### config.mk
export PLATFORM = sky130hd
export DESIGN_NAME = kanagawa_hal_auto_pipeline_receiver
export DESIGN_NICKNAME = d
export VERILOG_FILES = /design/src/rtl/kanagawa_hal_auto_pipeline_receiver.sv
export SDC_FILE = /design/constraint.sdc
export NUM_CORES = 1
export LEC_CHECK = 0
export CAP_MARGIN = 20
export CORE_UTILIZATION = 56
export CTS_BUF_LIST = sky130_fd_sc_hd__clkbuf_8
export CTS_CLUSTER_SIZE = 10
export DETAILED_ROUTE_END_ITERATION = 10
export PLACE_DENSITY = 0.84
export SLEW_MARGIN = 25
export SYNTH_ARGS = -nofsm -noshare
export SYNTH_HDL_FRONTEND = slang
export SYNTH_SLANG_ARGS = --single-unit
### constraint.sdc
create_clock -name clk -period 13.6 [get_ports clk]
set_clock_uncertainty 0.1 [all_clocks]
set_input_delay 4.08 -clock clk [delete_from_list [all_inputs] [get_ports clk]]
set_output_delay 4.08 -clock clk [all_outputs]
set_load 0.02 [all_outputs]
### src/rtl/kanagawa_hal_auto_pipeline_receiver.sv
// Receive-end FIFO for a non-stallable enable/data chain; re-presents beats on ready/valid.
// Latency: 1 cycle write-to-output; backpressure via registered almost_full, drops flagged by sticky overflow.
module kanagawa_hal_auto_pipeline_receiver #(
    parameter int WIDTH = 32,
    parameter int DEPTH = 16,
    parameter int SKID  = 8
) (
    input  logic                       clk,
    input  logic                       rst_n,
    input  logic                       enable_in,
    input  logic [WIDTH-1:0]           data_in,
    output logic                       valid_out,
    output logic [WIDTH-1:0]           data_out,
    input  logic                       ready_in,
    output logic                       almost_full,
    output logic [$clog2(DEPTH):0]     count,
    output logic                       overflow
);
    localparam int AW = $clog2(DEPTH);
    localparam int CW = AW + 1;
    localparam logic [CW-1:0] FULL_LVL = CW'(DEPTH);
    localparam logic [CW-1:0] AF_LVL   = CW'(DEPTH - SKID);

    logic [WIDTH-1:0] mem [DEPTH];
    logic [AW-1:0]    wr_ptr;
    logic [AW-1:0]    rd_ptr;
    logic [AW-1:0]    rd_ptr_next;
    logic             pop;
    logic             push;
    logic [CW-1:0]    count_next;
    logic [WIDTH-1:0] head_next;

    always_comb begin
        pop         = valid_out & ready_in;
        push        = enable_in & ((count < FULL_LVL) | pop);
        count_next  = count + CW'(push) - CW'(pop);
        rd_ptr_next = rd_ptr + AW'(pop);
        // The new head is the beat being written this edge only when it lands on the next read slot
        if (push && (wr_ptr == rd_ptr_next))
            head_next = data_in;
        else
            head_next = mem[rd_ptr_next];
    end

    always_ff @(posedge clk) begin
        if (push)
            mem[wr_ptr] <= data_in;
    end

    always_ff @(posedge clk or negedge rst_n) begin
        if (!rst_n) begin
            wr_ptr      <= '0;
            rd_ptr      <= '0;
            count       <= '0;
            valid_out   <= 1'b0;
            data_out    <= '0;
            almost_full <= 1'b0;
            overflow    <= 1'b0;
        end else begin
            if (push)
                wr_ptr <= wr_ptr + AW'(1);
            rd_ptr      <= rd_ptr_next;
            count       <= count_next;
            valid_out   <= (count_next != '0);
            almost_full <= (count_next >= AF_LVL);
            if (enable_in && !push)
                overflow <= 1'b1;
            // Hold data_out when going empty so stale or unwritten storage never reaches the output
            if (count_next != '0)
                data_out <= head_next;
        end
    end
endmodule

After elaboration in Yosys (flattened, before gate mapping)
Memories as Yosys holds them, arrays and structs flattened. A register that Yosys moved wholly into a read port is not among the register bits.
Cells that the tools add are included.
{ "op_classes": {"n_mul": 0, "n_bitwise": 3, "shifts": 0, "n_mux": 2, "magnitude_cmp": 2, "eq_ne": 0, "reduce_logical": 4, "div_mod_pow": 0, "n_addsub": 4} }
{ "op_table": {"columns": ["cell", "n"], "rows": [
  ["$add 5x1->5", 1],
  ["$ge 5x4->1 const B", 1],
  ["$lt 5x5->1 const B", 1],
  ["$reduce_bool 5->1", 1],
  ["$sub 5x1->5", 1],
  ["$add 4x1->4", 1],
  ["$add 4x1->4 const B", 1],
  ["$and 1x1->1", 2],
  ["$logic_not 1->1", 2],
  ["$mux 1", 2],
  ["$logic_and 1x1->1", 1],
  ["$or 1x1->1", 1]
]} }
{ "totals": {"mem_count": 1, "register_bits": 16, "out_inout_bits": 40, "latch_bits": 0, "word_cells": 22, "rom_bits": 0, "in_bits": 36, "ram_bits": 512} }
{ "memory_table": {"columns": ["memory", "depth", "width", "read_ports", "rd_ports_with_merged_regs", "write_ports", "line_no", "source"], "rows": [
  ["mem", 16, 32, 1, 1, 1, "24", "logic [WIDTH-1:0] mem [DEPTH];"]
]} }

Longest topological paths before layout
Gate-level depths: netlist of the first run.
{ "depth": {"word_depth": 6, "mapped_depth": 15} }

Worst setup path after synthesis of the first run
Ideal clock, no wire load.
{ "synth_path": {"path_type": "input to register", "from": "in ready_in", "to": "mem mem[1][0] (enable)", "setup_ns": 0.501, "required_ns": 12.999, "path_buffers": 1, "arrival_ns": 7.641, "slack_ns": 5.358, "cell_stages": 5, "cell_sequence": "a21bo_2 and2_1 buf_2 inv_1 nor4_1"} }
{ "synth_between": {"elab_chain_len": 5} }
{ "synth_lines": {"columns": ["element", "line_no", "source"], "rows": [
  ["start, declared", "14", "input logic ready_in,"],
  ["$and 1x1->1", "34", "pop = valid_out & ready_in;"],
  ["$or 1x1->1", "35", "push = enable_in & ((count < FULL_LVL) | pop);"],
  ["$and 1x1->1", "35", null],
  ["$mux 1", "46", "if (push)"],
  ["$mux 1 (not written as such)", "47", "mem[wr_ptr] <= data_in;"],
  ["end, declared", "24", null]
]} }
No other way between the ends.

Worst setup path in the final report of the first run
{ "layout_path": {"from": "in ready_in", "to": "reg data_out[12] (read register of mem)"} }
{ "layout_between": {"elab_chain_len": 6, "elab_cells_between_ends": 7, "cone_classes": "add/sub (3); bitwise (3); reduce/logical (1)"} }
{ "layout_lines": {"columns": ["element", "line_no", "source"], "rows": [
  ["$and 1x1->1 (*)", "34", null],
  ["$or 1x1->1", "35", null],
  ["$and 1x1->1", "35", null],
  ["$add 5x1->5", "36", "count_next = count + CW'(push) - CW'(pop);"],
  ["$sub 5x1->5 (*)", "36", null],
  ["named net count_next[2]", "30", "logic [CW-1:0] count_next;"],
  ["$reduce_bool 5->1 (*)", "69", "if (count_next != '0)"],
  ["end, declared", "13", "output logic [WIDTH-1:0] data_out,"]
]} }
The timed path passes the listed nets; every way through them passes the cells marked *.
A chain may end at the register's enable or synchronous reset.

==> out/results.txt, run 1 <==
Clk slew on worst S/H paths = 0.06 ns
Min Tclk post-route = 7.91 ns
DRT Pass-1 Iters = 7
Leak pwr = 0.00850 µW
Worst min path class = reg -> reg
WL final = 45.3 mm
Setup Viol. Count Final = 0
Post-CTS Resized = 0
Setup crit start kind = input pin
IO Count = 76
Max-slew headroom = 29.0%
Largest net degree at the start of global routing = 73
Cell variety after synth = 41
Met3 GRT Util = 4.71%
Vias in the first global route = 11300
VDD IR-drop max = 218 µV
Crit path DAT = 8.35 ns
CTS Root Cell = clkbuf_8
Critical-path top delay cell = buf_4
Setup WS pre-CTS = 5.11 ns
Most frequent cells in the layout = 512 x edfxtp_1, 128 x mux4_2, 105 x clkbuf_8
Mapped Nets = 1066
Global routing usage on met2 = 37.2%
RSZ-0062 raised after global routing = no
GRT Util Overall = 23.4%
Slew @ Worst Pin = 1.06 ns
Post-synth EDFFs = 512
DRT iter0 DRCs = 976
CTS max path bufs = 3
Vias = 10700
Post-CTS setup buffers = 0
PortBufs = 75
Max-Cap Viols = 0
Worst setup margin = 5.69 ns
#FFs+latches synth = 560
Total gr overflow = 0
Die H = 201 µm
Initial core utilization = 57.1%
Setup CP Type = in -> reg
Achievable Freq = 0.126 GHz
Core area = 38800 µm²
GRT met1 Usage = 32.4%
Final #Nets = 1201
Final ANT Viol Nets = 0
Placer Congestion = 0.737
Post-Syn Area per Cell = 21.8 µm²
Post-Route Setup TNS = 0 ns
CTS tree = yes
Max stage delay on crit path = 0.73 ns
First-pass GRT wire length = 68.7 mm
Fillers = 2423
Vias per cell = 6.12
GRT busiest layer = met2
Cts hold-fix bufs = 0
WL/cell = 25.9 µm
CP required = 14.04 ns
Ys Warns = 0
Detailed placement HPWL = 22.6 mm
CP max FO = 66
Worst skew pair latency = 0.64 ns
Crit path cell chain = clkdlybuf4s50_1 -> a21bo_2 -> and2_1 -> inv_1 -> ha_1 -> inv_1 -> ha_1 -> fa_1 -> xor2_1 -> nor3_1 -> o2111ai_4 -> buf_4 -> o31ai_4 -> buf_4 -> o221ai_1
Die X = 201 µm
Pins Over Slew Limit = 0
P&R area growth vs syn = 13.8%
Area of the die = 40400 µm²
Commonest non-fill, non-tap cell in the layout = edfxtp_1
PD cells = 236 nW/µm²
Gate Count Post-Synth = 1018
Synthesized cell area = 22200 µm²
Initial antenna violation count = 3
Register area share after synthesis = 74.8%
Util after Layout = 65.0%
Async S/R FF share, synth = 8.57%
TritonCTS Buffers = 87
H-Tree Depth = 3
Final hold vios = 0
Site Rows = 72
Final worst-path cycle share = 58.2%
Crit path capture type = flop
Ratio of cells with drive above 1 in the final layout = 29.0%
Status = complete, no violations
Top_reg_cell synth = edfxtp_1
Clock sinks = 560
DRC Markers = 0
power breakdown:
part / switching (µW) / internal, µW / total, µW
Clock: 628 / 719 / 1350
Combinational: 1210 / 1190 / 2400
Sequential: 102 / 2100 / 2210
synth_stat cells, types with 2 or more instances:
| cell type | n | area [µm²] |
|---|---|---|
| and2_1 | 9 | 56.3 |
| ha_1 | 11 | 138 |
| edfxtp_1 | 512 | 15400 |
| nand3_1 | 36 | 180 |
| mux2_2 | 31 | 349 |
| xor2_1 | 2 | 17.5 |
| dfrtp_1 | 48 | 1200 |
| mux2i_1 | 64 | 641 |
| clkbuf_1 | 4 | 15.0 |
| nor4_1 | 4 | 25.0 |
| buf_2 | 27 | 135 |
| buf_4 | 7 | 52.6 |
| o221ai_2 | 21 | 315 |
| xnor2_1 | 5 | 43.8 |
| xor2_2 | 2 | 32.5 |
| inv_1 | 47 | 176 |
| a21oi_1 | 3 | 15.0 |
| mux4_2 | 128 | 2880 |
| nand2_1 | 5 | 18.8 |
| o221ai_1 | 11 | 96.3 |
| nor2_1 | 6 | 22.5 |
| buf_6 | 16 | 180 |
path summary, 6_finish.rpt:
| check | cells after the start | startpoint | to | slack, ns |
|---|---|---|---|---|
| min | 1 | overflow | overflow | 0.37 |
| max reg2reg | 14 | count[4] | data_out[12] | 9.14 |
| max in group asynchronous | 2 | rst_n | data_out[22] | 9.39 |
| min reg2reg | 1 | overflow | overflow | 0.37 |
| max | 15 | ready_in | data_out[12] | 5.69 |
| min in group asynchronous | 2 | rst_n | data_out[0] | 3.51 |
cells by family (layout without fill, tap and decap cells):
logic type               count (synthesis)  after routing  synth area share (%)
flip-flops                             560            560                  74.8
multiplexers                           224            224                  17.5
buffers and inverters                  102            311                  2.54
AND/OR/NAND/NOR                         68             68                  1.65
AO/OA/AOI/OAI                           41             41                  2.23
adder cells (fa/ha/maj)                 12             12                 0.711
XOR/XNOR                                11             11                 0.598
other                                    0              1                     0
worst max-delay path, delay by kind of cell:
kind	cells	cell delay, ns
AOI/OAI and AO/OA	4	0.80
xor gates and xnor gates	1	0.24
and+or+nand+nor	2	0.41
adders and majority gates	3	0.95
buffers and inverters	5	1.82
state kept, by name (all words and copies together) (netlist names):
name,cells
mem,512
data_out,32
count,5
rd_ptr,4
wr_ptr,4
almost_full,1
overflow,1
valid_out,1
final cells by class:
type	count	area [µm²]	area share, %
antenna	1	2.50	0.00991
timing repair buffer	101	952	3.77
clock inverter	58	270	1.07
inverter	47	176	0.699
multi-input combinational	356	5170	20.5
tap	518	648	2.57
sequential	560	16600	65.7
clock buffer	105	1450	5.72
routing by layer:
| metal | routed length (µm) | part of all wire (%) |
|---|---|---|
| met1 | 18100 | 40 |
| met2 | 22200 | 49 |
| met3 | 3810 | 8.4 |
| met4 | 1090 | 2.4 |
| met5 | 30 | 0.066 |
metrics by stage:
step                std cells  total power [µW]  hold WS, ns  cell area [µm²]
floorplan                1018              4090        0.378            22200
global placement         1581              4580        0.350            23500
detailed placement       1582              4650        0.359            23500
CTS                      1745              6000        0.373            25200
global route             1745              6250        0.400            25200
finish                   1746              5960        0.372            25200
Power figures use the tool's default switching activity.
==> run 2, diff against run 1 <==
clock period = 7.52 ns   (was 13.6 ns; I/O delays follow)
==> run 2 against run 1 <==
Compared with the run above: setup slack got worse by 4.2 ns; clock-buffer cell count is 9 lower; wire length rose by 1.5%; sequential power rose by 81%; die area did not move; clock power rose by 80%.
==> out/results.txt, run 2 (synthesis results as in run 1) <==
WL/cell = 26.4 µm
Commonest non-fill, non-tap cell in the layout = edfxtp_1
Post-CTS setup buffers = 0
GRT Util Overall = 23.6%
P&R area growth vs syn = 13.8%
Overall Power = 10800 µW
Setup CP Type = in -> reg
Slew @ Worst Pin = 0.965 ns
Final worst-path cycle share = 79.9%
Die H = 201 µm
Pins Over Slew Limit = 0
Hold EP = overflow
RR Endpoint = data_out[8]
CP max FO = 36
R2R cell count = 14
Vias in the first global route = 11200
CTS tree = yes
DRT Pass-1 Iters = 5
Initial antenna violation count = 2
CP required = 7.87 ns
H-Tree Depth = 3
Worst skew pair latency = 0.63 ns
Post-Route Setup TNS = 0 ns
Clk slew on worst S/H paths = 0.06 ns
RSZ-0062 raised after global routing = no
Max-slew headroom = 35.7%
Crit path DAT = 6.36 ns
PortBufs = 75
Util after Layout = 65.0%
Most frequent cells in the layout = 512 x edfxtp_1, 128 x mux4_2, 96 x clkbuf_8
Vias = 10700
TritonCTS Buffers = 84
Hold Path Stages = 1
IO Count = 76
Cts hold-fix bufs = 0
Die X = 201 µm
Final ANT Viol Nets = 0
VDD IR-drop max = 526 µV
Reg-to-reg setup timing slack = 3.16 ns
Core area = 38800 µm²
DRC Markers = 0
PD cells = 428 nW/µm²
Max reg flops = 512
Worst min path class = reg -> reg
Max-Cap Viols = 0
Placer Congestion = 0.747
Vias per cell = 6.16
Largest net degree at the start of global routing = 130
Setup Viol. Count Final = 0
Largest regs = mem x512, data_out x32, count x5
Area of the die = 40400 µm²
CTS max path bufs = 3
Most flop-heavy register = mem
Initial core utilization = 57.1%
Hold path startpoint = overflow
Status = complete, no violations
Site Rows = 72
Clock sinks = 560
Min Tclk post-route = 6.01 ns
Setup crit start kind = input pin
Total gr overflow = 0
Achievable Freq = 0.166 GHz
Reg2reg start = count[4]
Leak pwr = 0.00850 µW
Final hold slack = 0.392 ns
Post-CTS Resized = 0
Detailed placement HPWL = 24.4 mm
Ant diodes = 0
DRT iter0 DRCs = 1240
Final hold vios = 0
CTS Root Cell = clkbuf_8
WL final = 45.9 mm
Final #Nets = 1201
First-pass GRT wire length = 69.4 mm
Crit path capture type = flop
Ratio of cells with drive above 1 in the final layout = 29.5%
run 2: worst max-delay path by stage:
stage                  start      endpoint  slack, ns  depth (start not counted)
floorplan           ready_in     mem[1][0]       1.10                          5
global placement    ready_in  data_out[24]       1.11                         15
detailed placement  ready_in   data_out[8]       0.86                         15
CTS                 ready_in   data_out[8]       1.53                         15
global route        ready_in   data_out[8]       1.27                         15
finish              ready_in   data_out[8]       1.51                         15
run 2: critical path, cell delays in order:
cell	delay (ns)
clkdlybuf4s50_1	0.48
a21bo_2	0.14
and2_1	0.30
inv_1	0.23
ha_1	0.33
inv_1	0.04
ha_1	0.21
fa_1	0.44
xor2_1	0.19
nor3_1	0.27
o2111ai_4	0.17
buf_4	0.32
o31ai_4	0.10
buf_4	0.54
o221ai_1	0.27
run 2: stage by stage:
step           cells  area (µm²)  setup slack [ns]
4_1_cts         1741       25200              1.53
2_1_floorplan   1018       22200              1.10
3_5_place_dp    1585       23600             0.863
6_report        1741       25200              1.51
5_1_grt         1741       25200              1.27
3_3_place_gp    1585       23600              1.11
run 2: report_power, final:
part	switching, µW	internal, µW
Sequential	193	3810
Clock	1150	1280
Combinational	2210	2170
Total	3540	7260
run 2: cell type report:
| cell class | count | area [µm²] |
|---|---|---|
| clock inverter | 60 | 349 |
| multi-input combinational | 356 | 5170 |
| clock buffer | 96 | 1320 |
| timing repair buffer | 104 | 988 |
| inverter | 47 | 176 |
| sequential | 560 | 16600 |
| fill | 2360 | 13600 |
| tap | 518 | 648 |
run 2: routing by layer:
metal  global-route usage (%)  part of all wire [%]
met1                     32.3                    40
met4                     7.58                   2.1
met5                        0                 0.057
met2                     38.1                    50
met3                     5.15                   8.4
